File: src/rtl/pwm_debounce.sv
// Tick-enabled two-stage button sampler.
// Emits a one-cycle event on the tick that first sees the button pressed.
module pwm_debounce (
    input  logic clk,
    input  logic rst_n,
    input  logic tick,
    input  logic btn,
    output logic evt
);

    logic s1;
    logic s2;

    always_ff @(posedge clk or negedge rst_n) begin
        if (!rst_n) begin
            s1 <= 1'b0;
            s2 <= 1'b0;
        end else if (tick) begin
            s1 <= btn;
            s2 <= s1;
        end
    end

    assign evt = tick & s1 & ~s2;

endmodule

File: src/rtl/pwm_multich.sv
// Multichannel PWM with shared period counter and debounce tick.
// Per-channel saturating duty, shadowed at period wrap, optional phase stagger.
module pwm_multich #(
    parameter  int CHANNELS  = 2,
    parameter  int PERIOD    = 10,
    parameter  int DEB_DIV   = 25000000,
    parameter  int DUTY_INIT = 5,
    parameter  int STEP      = 1,
    localparam int CNT_W     = $clog2(PERIOD + 1)
) (
    input  logic                      clk,
    input  logic                      rst_n,
    input  logic                      en,
    input  logic                      phase_en,
    input  logic [CHANNELS-1:0]       inc,
    input  logic [CHANNELS-1:0]       dec,
    output logic [CHANNELS-1:0]       pwm_out,
    output logic [CHANNELS*CNT_W-1:0] duty_o,
    output logic                      tick_o
);

    localparam int DEB_W = $clog2(DEB_DIV);
    localparam int PH    = PERIOD / CHANNELS;

    logic [DEB_W-1:0]    div_cnt;
    logic [CNT_W-1:0]    pwm_cnt;
    logic                wrap;
    logic [CHANNELS-1:0] inc_evt;
    logic [CHANNELS-1:0] dec_evt;

    assign tick_o = (div_cnt == DEB_W'(DEB_DIV - 1));
    assign wrap   = (pwm_cnt == CNT_W'(PERIOD - 1));

    always_ff @(posedge clk or negedge rst_n) begin
        if (!rst_n) begin
            div_cnt <= '0;
        end else if (tick_o) begin
            div_cnt <= '0;
        end else begin
            div_cnt <= div_cnt + 1'b1;
        end
    end

    always_ff @(posedge clk or negedge rst_n) begin
        if (!rst_n) begin
            pwm_cnt <= '0;
        end else if (!en || wrap) begin
            pwm_cnt <= '0;
        end else begin
            pwm_cnt <= pwm_cnt + 1'b1;
        end
    end

    for (genvar i = 0; i < CHANNELS; i++) begin : g_ch
        localparam logic [CNT_W:0] OFS = (CNT_W + 1)'(i * PH);

        logic [CNT_W-1:0] duty_q;
        logic [CNT_W-1:0] duty_act;
        logic [CNT_W-1:0] ph;
        logic [CNT_W:0]   up;
        logic [CNT_W:0]   sum;
        logic             out_q;

        pwm_debounce u_inc (
            .clk   (clk),
            .rst_n (rst_n),
            .tick  (tick_o),
            .btn   (inc[i]),
            .evt   (inc_evt[i])
        );

        pwm_debounce u_dec (
            .clk   (clk),
            .rst_n (rst_n),
            .tick  (tick_o),
            .btn   (dec[i]),
            .evt   (dec_evt[i])
        );

        // Offsets stay below PERIOD, so one subtract completes the modulo
        always_comb begin
            up  = {1'b0, duty_q} + (CNT_W + 1)'(STEP);
            sum = {1'b0, pwm_cnt};
            if (phase_en) begin
                sum = sum + OFS;
            end
            if (sum >= (CNT_W + 1)'(PERIOD)) begin
                sum = sum - (CNT_W + 1)'(PERIOD);
            end
            ph = sum[CNT_W-1:0];
        end

        always_ff @(posedge clk or negedge rst_n) begin
            if (!rst_n) begin
                duty_q <= CNT_W'(DUTY_INIT);
            end else if (inc_evt[i] && !dec_evt[i]) begin
                duty_q <= (up > (CNT_W + 1)'(PERIOD)) ?
                          CNT_W'(PERIOD) : up[CNT_W-1:0];
            end else if (dec_evt[i] && !inc_evt[i]) begin
                duty_q <= (duty_q < CNT_W'(STEP)) ?
                          '0 : duty_q - CNT_W'(STEP);
            end
        end

        always_ff @(posedge clk or negedge rst_n) begin
            if (!rst_n) begin
                duty_act <= CNT_W'(DUTY_INIT);
                out_q    <= 1'b0;
            end else begin
                if (!en || wrap) begin
                    duty_act <= duty_q;
                end
                out_q <= en & (ph < duty_act);
            end
        end

        assign pwm_out[i]                 = out_q;
        assign duty_o[i*CNT_W +: CNT_W]   = duty_q;
    end

endmodule

File: config.mk
export PLATFORM = sky130hd
export DESIGN_NAME = pwm_multich
export DESIGN_NICKNAME = d
export VERILOG_FILES = /design/src/rtl/pwm_debounce.sv /design/src/rtl/pwm_multich.sv
export SDC_FILE = /design/constraint.sdc
export NUM_CORES = 1
export LEC_CHECK = 0
export CORE_MARGIN = 1
export CORE_UTILIZATION = 60
export CTS_BUF_LIST = sky130_fd_sc_hd__clkbuf_8
export CTS_CLUSTER_SIZE = 40
export DETAILED_ROUTE_END_ITERATION = 10
export DONT_BUFFER_PORTS = 1
export HOLD_SLACK_MARGIN = 0.12
export PLACE_DENSITY_LB_ADDON = 0.05
export RECOVER_POWER = 100
export REMOVE_ABC_BUFFERS = 1
export SYNTH_ARGS = -nofsm -noshare
export SYNTH_HDL_FRONTEND = slang
export SYNTH_SLANG_ARGS = --single-unit
File: constraint.sdc
create_clock -name clk -period 3.6 [get_ports clk]
set_input_delay 0.9 -clock clk [delete_from_list [all_inputs] [get_ports clk]]
set_output_delay 0.9 -clock clk [all_outputs]
set_load 0.01 [all_outputs]
==> results.sh, run 1 <==
export IMPL_status="complete, no violations"
export IMPL_grt_usage=0.2136
export IMPL_tightest_slew_ps=767.8
export IMPL_finalHoldViolations=0
export IMPL_p_leak_nw=1.451
export IMPL_avgSynthCellArea_um2=10.02
export IMPL_netlist_instances=324
export IMPL_skew_ps=11.25
export IMPL_internal_power_mw=0.7905
export IMPL_startpoint_type="flip-flop"
export IMPL_cp_end_kind="flip-flop"
export IMPL_crit_path_top_delay_cell="or4b_4"
export IMPL_worst_slack_ps=561.8
export IMPL_ys_async_sr_fraction=1.000
export IMPL_cts_tree="yes"
export IMPL_totalNegativeSetupSlack_ps=0
export IMPL_slowest_delay_ps=550
export IMPL_place_gp_congestion=0.7918
export IMPL_vias_per_cell=5.685
export IMPL_cp_cell_sequence="or4b_4 -> nor4b_1 -> and2_0 -> and3b_1 -> ha_1 -> inv_1 -> a211o_1 -> a21oi_1 -> a2bb2oi_1"
export IMPL_min_period_over_period=0.8439
export IMPL_combPwrFrac=0.064
export IMPL_ys_ff_latch=55
export IMPL_fin_crit_ps=3038
export IMPL_overflow=0
export IMPL_synth_edff_count=0
export IMPL_hold_slack_ps=271.6
export IMPL_wirelength_um=5383
export IMPL_cts_buffers=5
export IMPL_synth_warning_count=0
export IMPL_die_area_mm2=0.005709
export IMPL_antenna_found_initial=0
export IMPL_hold_path_class="primary input to async pin"
export IMPL_maxSlewViolCount=0
export IMPL_slew_headroom=0.4834
export IMPL_ys_top_cells_by_area="dfrtp_1, ha_1, dfstp_2"
export IMPL_io_pins=19
export IMPL_cts_root_buffer="clkbuf_8"
export IMPL_avgRoutedWirePerCell_um=13.80
export IMPL_area_growth_pct=1.888
export IMPL_nets=349
export IMPL_initial_utilization=0.6277
export IMPL_setup_viol=0
export IMPL_num_vias=2217
export IMPL_ir_worst_vdd_mv=0.1860
export IMPL_core_mm2=0.005172
export IMPL_antenna_left=0
export IMPL_io_buffer_count=0
export IMPL_grt_pass1_wl_um=9142
export IMPL_p_sw_frac=0.2378
export IMPL_power_density_mw_per_mm2=313.5
export IMPL_cts_max_path_buffers=2
export IMPL_worstPathArrival_ps=3270
export IMPL_rsz0062_at_grt="false"
export IMPL_fmax_mhz=329.1
export IMPL_seq_power_share=0.609
export IMPL_stdcell_count=390
export IMPL_seq_area_frac_synth=0.4270
export IMPL_crit_path_end="g_ch[1].duty_q[1]"
export IMPL_row_count=26
export IMPL_reg2reg_to="g_ch[1].duty_q[1]"
export IMPL_synth_top_area_cell="dfrtp_1"
export IMPL_placed_cells=382
export IMPL_critPathKind="flip-flop to flip-flop"
export IMPL_drtIter0Drc=56
export IMPL_r2r_start="div_cnt[7]"
export IMPL_cts_sinks=55
export IMPL_cts_resized=0
export IMPL_clk_pin_slew_ps=100
export IMPL_worst_path_max_fanout=7
export IMPL_hold_buffers=0
export IMPL_grt_pass1_vias=2092
export IMPL_die_w_um=75.56
export IMPL_r2r_cells=9
export IMPL_antennaDiodeCount=0
export IMPL_fp_dieH_um=75.56
export IMPL_drc_errors=0
export IMPL_clkLatencyLatePin_ps=310
export IMPL_synth_area_mm2=0.003247
export IMPL_h_tree_depth=2
export IMPL_crit_start="div_cnt[7]"
export IMPL_cts_setup_buffers=0
export IMPL_pre_cts_slack_ps=760.1
export IMPL_drive_gt1_frac=0.06875
export IMPL_rrSetupSlack_ps=560
export IMPL_grt_max_degree=56
export IMPL_power_switching_mw=0.2466
export IMPL_worstPathRequired_ps=3830
export IMPL_synth_ff_type="dfrtp_1"
export IMPL_drv_cap=0
export IMPL_synth_top_area_frac=0.3622
export IMPL_place_hpwl_um=3847
export IMPL_power_frac_clock=0.327
export IMPL_fin_util=0.6396
export IMPL_synth_cell_types=51
export IMPL_drtPass1Iterations=4
-- state kept, by name (all words and copies together), names as in the netlist --
| signal | cells |
|---|---|
| div_cnt | 25 |
| g_ch.out_q | 2 |
| g_ch.u_inc.s1 | 2 |
| g_ch.duty_q | 8 |
| pwm_cnt | 4 |
| g_ch.u_dec.s2 | 2 |
| g_ch.u_inc.s2 | 2 |
| g_ch.duty_act | 8 |
| g_ch.u_dec.s1 | 2 |
-- cell families after synthesis --
logic type,share of synthesized area
simple gates,0.2050
flops,0.4270
compound gates,0.1048
buf+inv,0.05125
xor+xnor,0.07823
fa+ha+maj,0.08478
mux,0.04894
-- power by group through the flow --
| stage | Sequential (mW) | Combinational [mW] | Clock (mW) |
|---|---|---|---|
| after floorplan | 0.642 | 0.0553 | 0 |
| after CTS | 0.632 | 0.0671 | 0.357 |
| after global placement | 0.644 | 0.0646 | 0 |
| after global routing | 0.633 | 0.0780 | 0.375 |
| final | 0.631 | 0.0665 | 0.339 |
| after detailed placement | 0.644 | 0.0670 | 0 |
-- final cells by class --
cell class	instances	area, um^2
clock inverters	3	20.02
repair buffers	1	3.754
well taps	70	87.58
inverters	21	78.83
clock buffers	5	68.82
flip-flops and latches	55	1386
fillers	432	1864
multi-input cells	235	1663
-- cells in the mapped netlist, types with 5 or more instances --
cell / count
nand3_1: 12
nand2_1: 24
nor2_1: 29
xnor2_1: 17
inv_1: 21
mux2_2: 7
a21oi_1: 6
nand4_1: 9
ha_1: 22
xor2_1: 12
nor2b_1: 5
dfstp_2: 8
o21ai_0: 21
nand3b_1: 5
nor3_1: 8
clkbuf_1: 7
dfrtp_1: 47
-- metal layers --
metal,up-vias,track usage,share of wire
met4,0,0.07407,0.014
met1,1076,0.2674,0.49
met5,-,0,0
li1,1112,-,-
met2,23,0.3700,0.47
met3,6,0.04365,0.022
-- critical path: cells and delay by family (launching register included) --
kind	cells	cell delay (ps)
buffers and inverters	1	110
adder cells (fa/ha/maj)	1	290
AND/OR/NAND/NOR	4	1550
flip-flops	1	430
AO/OA/AOI/OAI	3	570
-- worst min-delay path by stage --
stage / startpoint / to / slack [ps]
after floorplan: div_cnt[0] / div_cnt[0] / 450
after global placement: div_cnt[0] / div_cnt[0] / 470
after detailed placement: div_cnt[0] / div_cnt[0] / 480
after CTS: rst_n / div_cnt[11] / 250
after global routing: rst_n / div_cnt[3] / 240
final: rst_n / div_cnt[3] / 270
-- metrics by stage --
step,instance area [um^2],total power [mW]
finish,3308,1.037
global route,3308,1.086
CTS,3343,1.056
detailed placement,3254,0.7108
global placement,3254,0.7082
floorplan,3159,0.6978
-- cells in the final DEF (no fill, tap or decap), types with 6 or more instances in the layout --
cell / n
nor3_1: 8
xor2_1: 12
mux2_2: 7
xnor2_1: 17
nand2_1: 24
o21ai_0: 21
nand3_1: 12
dfrtp_1: 47
nand4_1: 9
ha_1: 22
nor2_1: 29
a21oi_1: 6
inv_1: 21
Power figures use the tool's default switching activity.
==> run 2, diff against run 1 <==
==> constraint.sdc (replaced) <==
create_clock -name clk -period 2.59 [get_ports clk]
set_input_delay 0.6475 -clock clk [delete_from_list [all_inputs] [get_ports clk]]
set_output_delay 0.6475 -clock clk [all_outputs]
set_load 0.01 [all_outputs]
==> results.sh, run 2 (synthesis gave the netlist of run 1 again) <==
export IMPL_cp_end_kind="output port"
export IMPL_vias_per_cell=5.672
export IMPL_worstPathRequired_ps=1940
export IMPL_place_gp_congestion=0.7803
export IMPL_worst_path_max_fanout=5
export IMPL_setup_viol=0
export IMPL_placed_cell_area_mm2=0.003405
export IMPL_drtPass1Iterations=4
export IMPL_tightest_slew_ps=1185
export IMPL_skew_ps=11.25
export IMPL_wl_met1_um=2717
export IMPL_overflow=0
export IMPL_cts_sinks=55
export IMPL_worst_slack_ps=64.62
export IMPL_fin_util=0.7008
export IMPL_drive_gt1_frac=0.1901
export IMPL_reg2reg_to="g_ch[1].duty_q[3]"
export IMPL_min_period_over_period=0.9750
export IMPL_initial_utilization=0.6277
export IMPL_drtIter0Drc=85
export IMPL_maxSlewViolCount=0
export IMPL_multi_input_area_mm2=0.001795
export IMPL_fillCellCount=393
export IMPL_r2r_cells=8
export IMPL_h_tree_depth=2
export IMPL_wirelength_um=5976
export IMPL_clkLatencyLatePin_ps=310
export IMPL_fin_crit_ps=2525
export IMPL_num_vias=2337
export IMPL_startpoint_type="flip-flop"
export IMPL_totalNegativeSetupSlack_ps=0
export IMPL_placed_cells=402
export IMPL_clk_pin_slew_ps=100
export IMPL_r2r_start="div_cnt[9]"
export IMPL_grt_pass1_vias=2130
export IMPL_crit_path_end="tick_o"
export IMPL_p_leak_nw=1.617
export IMPL_stdcell_count=412
export IMPL_antenna_found_initial=0
export IMPL_seq_area_mm2=0.001386
export IMPL_avgRoutedWirePerCell_um=14.50
export IMPL_place_hpwl_um=4046
export IMPL_io_pins=19
export IMPL_grt_max_degree=48
export IMPL_crit_start="div_cnt[9]"
export IMPL_antennaDiodeCount=0
export IMPL_hold_path_class="primary input to async pin"
export IMPL_fp_dieH_um=75.56
export IMPL_top_layer_used="met4"
export IMPL_wl_met3_um=182
export IMPL_area_growth_pct=11.64
export IMPL_row_count=26
export IMPL_status="complete, no violations"
export IMPL_hold_slack_ps=171.7
export IMPL_grt_usage=0.2229
export IMPL_power_density_mw_per_mm2=435.5
export IMPL_slew_headroom=0.2101
export IMPL_critPathKind="flip-flop to output port"
export IMPL_drv_cap=0
export IMPL_io_buffer_count=0
export IMPL_regMostFlops="div_cnt"
export IMPL_cts_root_buffer="clkbuf_8"
export IMPL_cts_tree="yes"
export IMPL_wl_met2_um=3000
export IMPL_rrSetupSlack_ps=70
export IMPL_grt_pass1_wl_um=9577
export IMPL_cp_cell_sequence="or4_4 -> nor4b_4 -> and2_4 -> buf_4"
export IMPL_ir_worst_vdd_mv=0.3019
export IMPL_fmax_mhz=396.0
export IMPL_final_common_cell="dfrtp_1"
export IMPL_worstPathArrival_ps=1880
export IMPL_design_area_mm2=0.003625
export IMPL_crit_path_top_delay_cell="or4_4"
export IMPL_core_mm2=0.005172
export IMPL_top_regs="div_cnt (25), g_ch.duty_act (8), g_ch.duty_q (8)"
export IMPL_die_w_um=75.56
export IMPL_pre_cts_slack_ps=-85.09
export IMPL_drc_errors=0
export IMPL_rsz0062_at_grt="true"
export IMPL_cts_max_path_buffers=2
export IMPL_cts_buffers=5
export IMPL_layout_common_cells="dfrtp_1, nor2_1, nand2_1"
export IMPL_power_mw=1.579
export IMPL_antenna_left=0
export IMPL_slowest_delay_ps=540
export IMPL_die_area_mm2=0.005709
export IMPL_largest_reg_flops=25
export IMPL_finalHoldViolations=0
export IMPL_nets=371
[run 2: changes by cell type in the layout (fill, tap and decap cells not counted), moves of 2 or more]
cell     change
buf_4       +20
ha_1         -3
ha_4         +3
mux2_1       -4
mux2_4       +4
o21ai_0      -3
o21ai_1      +3
xnor2_1      -2
xnor2_2      +2
[run 2: worst min-delay path by stage]
stage	startpoint	endpoint	slack, ps	depth (start not counted)
final	rst_n	g_ch[0].duty_act[0]	170	0
after global routing	rst_n	g_ch[1].duty_q[0]	150	0
after CTS	rst_n	g_ch[1].duty_q[0]	160	0
after detailed placement	rst_n	g_ch[0].duty_q[1]	350	0
after global placement	rst_n	g_ch[0].duty_q[1]	350	0
after floorplan	rst_n	div_cnt[0]	350	0
[run 2: metal layers]
metal | up-vias | track usage
li1 | 1163 | -
met5 | - | 0
met4 | 0 | 0.06790
met1 | 1132 | 0.2877
met2 | 35 | 0.3810
met3 | 7 | 0.04497
[run 2: where the power goes]
group,internal [mW],switching (mW),leakage (nW)
sequential,0.867,0.00837,0.722
clock,0.285,0.279,0.0556
combinational,0.0640,0.0754,0.839
[run 2: layout make-up]
cell class / instances / share of cell area
Timing Repair Buffer: 23 / 0.04591
Inverter: 21 / 0.02175
Tap cell: 70 / 0.02416
Multi-Input combinational cell: 235 / 0.4953
Clock buffer: 5 / 0.01899
Sequential cell: 55 / 0.3825
Clock inverter: 3 / 0.01139
[run 2: timing repair]
action	CTS	global route
cloned	0	0
setup buffers	0	1
hold endpoints to repair	47	0
hold buffers	1	0
setup endpoints to repair	7	10
gates resized for setup	3	20
pin swaps	0	4
[run 2: worst max-delay path, delay by kind of cell, from the launching register on]
kind	cells	cell delay, ps
buffers and inverters	1	120
DFF	1	400
and+or+nand+nor	3	1040
